## src/rtl/fwd_sel_pipe.sv

```systemverilog
// N-way operand-forwarding selector with registered output and a two-entry skid buffer.
// Optional sticky out-of-range select flag enabled by defining FWD_SEL_PIPE_SELERR_EN.
module fwd_sel_pipe #(
    parameter  int unsigned WIDTH  = 32,
    parameter  int unsigned NUM_IN = 3,
    localparam int unsigned SEL_W  = $clog2(NUM_IN)
) (
    input  logic                    clk,
    input  logic                    rst_n,
    input  logic [NUM_IN*WIDTH-1:0] in_data,
    input  logic [SEL_W-1:0]        sel,
    input  logic                    in_valid,
    output logic                    in_ready,
    input  logic                    flush,
    output logic [WIDTH-1:0]        out_data,
    output logic                    out_valid,
    input  logic                    out_ready,
    output logic [1:0]              level,
    output logic                    sel_err
);

    logic [WIDTH-1:0] main_data_q, main_data_d;
    logic             main_valid_q, main_valid_d;
    logic [WIDTH-1:0] skid_data_q, skid_data_d;
    logic             skid_valid_q, skid_valid_d;
    logic [WIDTH-1:0] last_sel_q, last_sel_d;
    logic             in_ready_q, in_ready_d;
    logic [1:0]       level_q, level_d;

    logic             accept_c;
    logic             consume_c;
    logic             in_range_c;
    logic [WIDTH-1:0] cand_c;

    assign accept_c  = in_valid & in_ready_q;
    assign consume_c = main_valid_q & out_ready;

    // Candidate mux; out-of-range selects fall back to the last accepted in-range value.
    always_comb begin
        cand_c     = last_sel_q;
        in_range_c = 1'b0;
        for (int unsigned i = 0; i < NUM_IN; i++) begin
            if (sel == SEL_W'(i)) begin
                cand_c     = in_data[i*WIDTH +: WIDTH];
                in_range_c = 1'b1;
            end
        end
    end

    always_comb begin
        main_data_d  = main_data_q;
        main_valid_d = main_valid_q;
        skid_data_d  = skid_data_q;
        skid_valid_d = skid_valid_q;
        last_sel_d   = last_sel_q;
        if (flush) begin
            main_valid_d = 1'b0;
            skid_valid_d = 1'b0;
        end else begin
            if (consume_c) begin
                main_valid_d = skid_valid_q;
                if (skid_valid_q) begin
                    main_data_d = skid_data_q;
                end
                skid_valid_d = 1'b0;
            end
            // Accept only happens with the skid slot empty, since in_ready tracks it.
            if (accept_c) begin
                if (!main_valid_q || consume_c) begin
                    main_data_d  = cand_c;
                    main_valid_d = 1'b1;
                end else begin
                    skid_data_d  = cand_c;
                    skid_valid_d = 1'b1;
                end
                if (in_range_c) begin
                    last_sel_d = cand_c;
                end
            end
        end
        in_ready_d = ~skid_valid_d;
        level_d    = {1'b0, main_valid_d} + {1'b0, skid_valid_d};
    end

    always_ff @(posedge clk or negedge rst_n) begin
        if (!rst_n) begin
            main_data_q  <= '0;
            main_valid_q <= 1'b0;
            skid_data_q  <= '0;
            skid_valid_q <= 1'b0;
            last_sel_q   <= '0;
            in_ready_q   <= 1'b1;
            level_q      <= 2'd0;
        end else begin
            main_data_q  <= main_data_d;
            main_valid_q <= main_valid_d;
            skid_data_q  <= skid_data_d;
            skid_valid_q <= skid_valid_d;
            last_sel_q   <= last_sel_d;
            in_ready_q   <= in_ready_d;
            level_q      <= level_d;
        end
    end

`ifdef FWD_SEL_PIPE_SELERR_EN
    logic sel_err_q;

    // Sticky until reset; flush deliberately leaves it alone.
    always_ff @(posedge clk or negedge rst_n) begin
        if (!rst_n) begin
            sel_err_q <= 1'b0;
        end else if (accept_c && !in_range_c) begin
            sel_err_q <= 1'b1;
        end
    end

    assign sel_err = sel_err_q;
`else
    assign sel_err = 1'b0;
`endif

    assign out_data  = main_data_q;
    assign out_valid = main_valid_q;
    assign in_ready  = in_ready_q;
    assign level     = level_q;

endmodule

```

## config.mk

```make
export PLATFORM = sky130hd
export DESIGN_NAME = fwd_sel_pipe
export DESIGN_NICKNAME = d
export VERILOG_FILES = /design/src/rtl/fwd_sel_pipe.sv
export SDC_FILE = /design/constraint.sdc
export NUM_CORES = 1
export LEC_CHECK = 0
export ABC_CLOCK_PERIOD_IN_PS = 4000
export CAP_MARGIN = 5
export CORE_UTILIZATION = 52
export CTS_BUF_LIST = sky130_fd_sc_hd__clkbuf_4 sky130_fd_sc_hd__clkbuf_8 sky130_fd_sc_hd__clkbuf_16
export DETAILED_ROUTE_END_ITERATION = 10
export PLACE_DENSITY = 0.85
export SETUP_SLACK_MARGIN = 0.1
export SLEW_MARGIN = 25
export SYNTH_ARGS = -nofsm -noshare
export SYNTH_HDL_FRONTEND = slang
export SYNTH_SLANG_ARGS = --single-unit
```

## constraint.sdc

```tcl
create_clock -name clk -period 4 [get_ports clk]
set_input_delay 0.8 -clock clk [delete_from_list [all_inputs] [get_ports clk]]
set_output_delay 0.8 -clock clk [all_outputs]
set_load 0.01 [all_outputs]
```

# Word-level counts from Yosys, hierarchy flattened
# Cells that the tools add are included.
# totals
register_bits	101
output_inout_bits	37
elab_cells	38
input_bits	103
# classes
n_bitwise	5
muxes	18
addsub	1
n_reduce_logical	5
eq_ne	2
# ops
operator	n
32-bit two-way mux	7
1-bit two-way mux	11
3-bit AND reduction	2
1-bit inverter	3
1-bit by 1-bit adder with 2-bit output	1
1-bit bitwise AND	2
2-bit by 1-bit == test with 1-bit output (second input constant)	1
2-bit == test (second input constant)	1
2-bit logical NOT	1
1-bit logical NOT	1
1-bit logical OR	1

# Depth between registers and ports, before layout
# depth
ltp_word	6
depth_mapped	5
ltp_nobuf	4

# Least setup slack after synthesis
# No wires, ideal clock.
# synth_path
path_type	in2reg
start	input port sel[1]
end	register main_data_q[10], in the netlist out_data[10]
arrival_ns	2.044
stages	5
n_path_buf	2
setup_time_ns	0.123
t_required_ns	3.877
slack_ns	1.834
path_cell_list	buf_2 -> clkbuf_1 -> mux4_2 -> or3_1 -> o221a_2
# synth_between
elab_chain_cells	6
word_cells_on_any_way	8
classes_between	2 x eq/ne; 5 x mux; 1 x reduce/logical
# synth_rtl
item	line_no	rtl
from (decl)	11	input logic [SEL_W-1:0] sel,
2-bit logical NOT	43	if (sel == SEL_W'(i)) begin
32-bit two-way mux (2 in a row)	43	
32-bit two-way mux *	43	
32-bit two-way mux *	69	if (!main_valid_q || consume_c) begin
32-bit two-way mux *	68	if (accept_c) begin
to (signal assigned)	95	main_data_q <= main_data_d;
to (decl)	22	logic [WIDTH-1:0] main_data_q, main_data_d;
# Every way passes the cells marked *; elsewhere a longest branch is shown, timed or not.
# A chain may end at the register's enable or synchronous reset.

# Worst setup path after layout
# layout_path
start	input port flush
end	register last_sel_q[26]
# layout_between
elab_chain_cells	2
# layout_rtl
item	line_no	rtl
from (decl)	14	input logic flush,
1-bit inverter (no source line)	-	
3-bit AND reduction (no source line)	-	
to (signal assigned)	99	last_sel_q <= last_sel_d;
to (decl)	26	logic [WIDTH-1:0] last_sel_q, last_sel_d;
# No other way between the ends.

==> out/summary.md <==
In this run, distinct cell masters in the synthesized netlist total 26. Number of remaining DRC errors: 10. The deepest level of the CTS H-tree was 3.

The startpoint identified for the worst register-to-register timing path is in_ready$_DFF_PN1_. The highest net fanout along the worst path is 34. Counting flops and latches in the post-synthesis netlist gives 101.

At the pin with the least slew margin, the transition time is 727 ps. The area of the mapped netlist came out at 4840 um^2. The power density normalized to cell area was 454 nW/um^2.

For the worst endpoint required time, the log shows 4230 ps. The die covers 9710 um^2. The first global-routing pass estimated 17.8 mm of wire.

The x dimension of the die works out to 98.5 um. The tools report the number of vias after detailed routing as 3303. After clock tree synthesis, the clock-pin slew on the worst setup and hold paths is 100 ps. After floorplanning, the core was sized to cover 8890 um^2. The flow ran to the end, but the final reports show violations. The total global-route track usage is 0.236, and the period utilization is 0.664. The number of antenna-violating nets in the routed design is 0.

Setup repair after global routing left no endpoint under its margin. The area share of the leading cell type in the synthesized netlist is 0.517. The core utilization of the finished layout was 0.727. In this run the core area contains 34 standard-cell rows. The tools report the number of antenna violations at the first check in global routing as 0. The critical path is of the in2reg type.

The congestion estimate from routability-driven global placement came to 0.740. Setup violations remaining at the end of the flow were counted as 0. The tools report the total wire length after detailed routing as 10.8 mm. Commonest non-fill, non-tap cell in the layout: sky130_fd_sc_hd__clkdlybuf4s50_1.

The clock net in this run drives a total of 101 sinks. The number of gates resized after cts came out at 0. A synthesized cell averages 15.9 um^2.

The wire-length estimate of the detail-placed layout is 7.57 mm. The first-pass iteration count of the detailed router is 8, and the worst setup margin is 1340 ps. In the final routed layout, each cell accounts on average for 19.7 um. Sorting the synthesized cells by area gives the leading types as sky130_fd_sc_hd__dfrtp_1, sky130_fd_sc_hd__mux2_2, sky130_fd_sc_hd__mux4_2.

The static leakage was 2.57 nW. The fmax is 376 MHz, and the number of buffers created by CTS is 9. Max-cap violations in this run came to 0.

The largest total area in the synthesized netlist belongs to sky130_fd_sc_hd__dfrtp_1. Element type at the critical path start: an input pin. Compared with the post-synthesis result, the final layout area differs by 33.5%. The number of diodes added for antenna fixing is 0, and the highest ir drop seen on vdd is 0.252 mV. After the last flow step, the layout net total stands at 539.

The share of final-layout standard cells stronger than drive strength 1 is 0.357, and the peak per-stage delay on the critical path is 600 ps. The violation count after the first detailed-routing iteration was 158; the final sum of negative setup slack was 0 ps. Relative slew slack: 0.515. Before CTS, the worst setup slack after placement is 962 ps. Tracing the worst setup path back leads to its startpoint at flush.

The worst path in the final design needs a cycle of 2660 ps, including I/O delays and setup. TritonCTS built the clock tree. The clock passes through at most 2 buffers.

Synthesis produced a netlist whose cell count is 305. The Yosys step of the flow raised 0 warnings. The tools report the type of destination of the critical path as a flop. The largest individual stage delay along the critical path comes from the cell sky130_fd_sc_hd__clkdlybuf4s50_1. The post-CTS setup buffer count is 0. Hold timing on the final database bottoms out at a slack of 463 ps. The final reports fail on DRC.

The clock latency of the later-clocked register in the worst-skew pair is 350 ps. After clock tree synthesis, the flow added hold-fix buffers numbering 0. Entering global routing, the biggest net connects 85 pins.

The quantity of I/O buffers inserted on ports is 138, and the initial core utilization is 0.545. The tools report the endpoint arrival time on the critical path as 2890 ps. The tools report the number of primary I/O pins as 140.

The max-slew violation count was 0; the filler cell count in the final layout was 579. The critical path goes through clkdlybuf4s50_1 -> nand3b_4 -> a21o_1 -> buf_12 -> mux2_2. Across the routed clock network, the largest skew measured is 8.87 ps. Measured along the y axis, the die boundary spans 98.5 um. In the layout the commonest cells are sky130_fd_sc_hd__clkdlybuf4s50_1, sky130_fd_sc_hd__dfrtp_1, sky130_fd_sc_hd__mux2_2, sky130_fd_sc_hd__or3_1, sky130_fd_sc_hd__o221a_2. The hold violation total from the final report was 0. The post-synthesis sequential area ratio is 0.522, and the net count after synthesis is 409.

In this run the worst hold path is classified as in2async. In the routed layout, each cell is associated on average with a via count of 6.03. For the register-to-register path setup slack, the log shows 1880 ps.

The via count of the first global-routing pass came out at 3468. The residual overflow from global routing is 0. The tools report the root cell of the clock tree as sky130_fd_sc_hd__clkbuf_8.
## per-stage QoR
stage / area (um^2) / std cells / power [mW]
after detailed placement: 6270 / 532 / 2.31
after CTS: 6460 / 548 / 2.95
after global routing: 6470 / 548 / 3.08
final: 6470 / 548 / 2.94
after global placement: 6260 / 532 / 2.26
after floorplan: 4840 / 305 / 1.91
## per-layer routing
metal  wire (um)  GRT usage  vias up
met2        5500      0.402      110
met4         107     0.0574        0
met5           0          0        -
met1        4640      0.318     1714
met3         524     0.0418        8
li1            -          -     1471
## cell type report
class,instances,area (um^2),share of cell area
Sequential cell,101,2530,0.391
Multi-Input combinational cell,175,2150,0.333
Timing Repair Buffer,146,1450,0.223
Tap cell,108,135,0.0209
Clock buffer,9,124,0.0192
Clock inverter,7,72.6,0.0112
Inverter,2,7.51,0.00116
## final timing paths
kind,to,cells past startpoint
setup reg to reg,skid_data_q[6]$_DFFE_PN0P_,4
max in group asynchronous,last_sel_q[24]$_DFFE_PN0P_,2
hold reg to reg,last_sel_q[11]$_DFFE_PN0P_,1
min in group clk,last_sel_q[11]$_DFFE_PN0P_,1
setup / recovery,last_sel_q[26]$_DFFE_PN0P_,5
hold / removal,level[1]$_DFF_PN0_,1
## worst max-delay path, delay by kind of cell
family,cells,cell delay [ps]
AO/OA/AOI/OAI,1,460
buffers and inverters,2,860
AND/OR/NAND/NOR,1,410
multiplexers,1,350
## registers in the layout (all words and copies together) (netlist names)
register / count
in_ready: 1
last_sel_q: 32
level: 2
out_data: 32
out_valid: 1
skid_data_q: 32
skid_valid_q: 1
## cell families (layout without fill, tap and decap cells)
group / Yosys count / after routing / share of synthesized area
simple gates: 39 / 39 / 0.0535
compound gates: 38 / 38 / 0.0837
mux: 96 / 96 / 0.300
buf+inv: 29 / 164 / 0.0377
fa+ha+maj: 1 / 1 / 0.00258
other cells: 1 / 1 / 0.000774
flops: 101 / 101 / 0.522
## synthesized netlist by cell type
cell type                    n
sky130_fd_sc_hd__dfrtp_1   100
sky130_fd_sc_hd__mux2_2     64
sky130_fd_sc_hd__o221a_2    32
sky130_fd_sc_hd__or3_1      32
sky130_fd_sc_hd__mux4_2     29
sky130_fd_sc_hd__buf_2      11
sky130_fd_sc_hd__clkbuf_1   11
sky130_fd_sc_hd__buf_12      3
sky130_fd_sc_hd__mux4_1      3
sky130_fd_sc_hd__inv_1       2
sky130_fd_sc_hd__nand2_1     2
sky130_fd_sc_hd__nor2b_1     2
sky130_fd_sc_hd__a211o_1     1
sky130_fd_sc_hd__a211oi_2    1
sky130_fd_sc_hd__a21o_1      1
sky130_fd_sc_hd__a21oi_1     1
sky130_fd_sc_hd__a31oi_1     1
sky130_fd_sc_hd__buf_4       1
sky130_fd_sc_hd__buf_6       1
sky130_fd_sc_hd__conb_1      1
sky130_fd_sc_hd__dfstp_2     1
sky130_fd_sc_hd__ha_1        1
sky130_fd_sc_hd__nand3b_4    1
sky130_fd_sc_hd__nand4_1     1
sky130_fd_sc_hd__nor3b_2     1
sky130_fd_sc_hd__o21ai_0     1
## where the power goes
group          total [mW]  switching, mW  internal [mW]  leakage [nW]
Combinational       0.809          0.278          0.532          1.28
Sequential           1.48          0.169           1.31          1.19
Clock               0.644          0.352          0.292        0.0960
No activity file was read; power rests on OpenSTA's default activity.
==> edit, RTL diff (same flow settings) <==
Change the parameter `NUM_IN` from 3 to 6.
--- a/src/rtl/fwd_sel_pipe.sv
+++ b/src/rtl/fwd_sel_pipe.sv
@@ -2,7 +2,7 @@
 // Optional sticky out-of-range select flag enabled by defining FWD_SEL_PIPE_SELERR_EN.
 module fwd_sel_pipe #(
     parameter  int unsigned WIDTH  = 32,
-    parameter  int unsigned NUM_IN = 3,
+    parameter  int unsigned NUM_IN = 6,
     localparam int unsigned SEL_W  = $clog2(NUM_IN)
 ) (
     input  logic                    clk,
Interface: changed (resized in_data and sel); port bits go from 140 to 237. The function was not compared with the original's and may differ.
==> edit against the unedited design <==
- combinational power up 31%
- sequential power down 3%
- count of clock-buffer cells in the layout unchanged
- hold slack better by 0.019 ns
- worst setup slack worse by 0.069 ns
- sequential cell count unchanged
- final area up 40%
- sequential share of layout area down 11 points
- power up 19%
- routed wire length up 100%
- synthesized area up 31%
- maximum frequency down 2.5%
- critical endpoint is now skid_data_q[22]$_DFFE_PN0P_
- largest power group unchanged
==> edit: results (changes against the unedited design) <==
status=finished, final reports clean; most frequent cells after synthesis=dfrtp_1, nor2_1, a21oi_1, nand2_1, o21ai_0; CTS root buf=clkbuf_16; worst hold path type=reg -> reg; Reg2Reg Setup Slack=1.82 ns (-0.06 ns); vias in the first global route=6800 (+96%); worst slew margin relative to its limit=0.3691 (-0.1460); Max VDD drop=205.1 uV (-19%); Endpoint, Worst Hold=last_sel_q[19]$_DFFE_PN0P_; post-synthesis net count=921 (+130%); CP max stage delay=0.74 ns (+0.14 ns); critical path arrival=2.99 ns (+0.10 ns); global-route wire length before repair=34670 um (+95%); Setup crit start=out_ready; FF-to-FF Start=out_valid$_DFF_PN0_; routed vias=6769 (+100%); synth top area cells=dfrtp_1, mux2i_1, a21oi_1; DRT iter0 DRCs=512 (+220%); HPWL after detailed placement=15160 um (+100%); clk slew on worst S/H paths=0.07 ns (-0.03 ns); P_leak=3.744 nW (+46%); Pre-Repair DR Iteration Count=5 (-3); r2r worst-path depth=5 (+1); Max stage delay cell, worst path=nor3_4; GP Congestion=0.8128 (+9.9%); CP Max Fanout=16 (-53%); register area share after synthesis=0.3974 (-0.1245); clk buf depth=2 (unchanged); worst r2r dst=skid_data_q[22]$_DFFE_PN0P_; Overall Global Routing Usage=0.3503 (+0.1144); routed length per placed instance=20.51 um (+4.4%); PortBufs=235 (+70%); Layout Nets=1122 (+110%)
## edit: cell types whose count changed after synthesis, moves of 45 or more
cell / before / now
nor2_1: 0 / 66
mux2i_1: 0 / 47
o21ai_0: 1 / 51
nand2_1: 2 / 54
mux2_2: 64 / 8
o22ai_1: 0 / 45
a21oi_1: 1 / 58
## edit: cell type report
class | instances | area, um^2
well taps | 147 | 183.9
fillers | 877 | 2934
inverters | 2 | 7.507
multi-input cells | 561 | 3545
clock buffers | 9 | 225.2
clock inverters | 7 | 113.9
flip-flops and latches | 101 | 2529
repair buffers | 246 | 2424
## edit: worst max path at each step
stage	to	slack, ns	depth (start not counted)
after CTS	skid_data_q[20]$_DFFE_PN0P_	1.30	6
final	skid_data_q[22]$_DFFE_PN0P_	1.27	6
after floorplan	skid_data_q[15]$_DFFE_PN0P_	2.04	5
after global routing	skid_data_q[22]$_DFFE_PN0P_	1.16	6
after detailed placement	skid_data_q[20]$_DFFE_PN0P_	0.95	6
after global placement	last_sel_q[12]$_DFFE_PN0P_	1.09	6
## edit: report_power, final
group | total, mW | internal (mW) | switching (mW)
Combinational | 1.06 | 0.583 | 0.480
Sequential | 1.44 | 1.28 | 0.162
Clock | 0.996 | 0.609 | 0.386
Total | 3.50 | 2.47 | 1.03
## edit: cell families after synthesis
logic type	after synthesis	synth area share
AND/OR/NAND/NOR	262	0.2148
AO/OA/AOI/OAI	234	0.2319
flip-flops	101	0.3974
multiplexers	63	0.1070
buffers and inverters	58	0.04641
adder cells (fa/ha/maj)	1	0.001966
other	1	0.0005894
## edit: worst max-delay path: cells and delay by family
family          cells  cell delay [ns]
compound gates      2             0.27
buf+inv             2             0.81
simple gates        2             1.11
## edit: through the flow
step | utilization | setup WS (ns) | std cells | hold slack [ns] | cell area [um^2]
after detailed placement | 0.7260 | 0.9458 | 1057 | 0.4706 | 8685
after global routing | 0.7547 | 1.163 | 1073 | 0.5154 | 9027
after global placement | 0.7260 | 1.090 | 1057 | 0.4572 | 8685
final | 0.7547 | 1.274 | 1073 | 0.4827 | 9027
after floorplan | - | 2.042 | 720 | 0.4413 | 6362
after CTS | 0.7544 | 1.297 | 1073 | 0.4861 | 9024
## edit: per-layer routing
layer	up-vias	track usage	routed length, um
met5	-	0	0
met4	0	0.1707	698
met3	57	0.06156	1996
met2	424	0.6025	10770
met1	3237	0.4254	8540
li1	3051	-	-
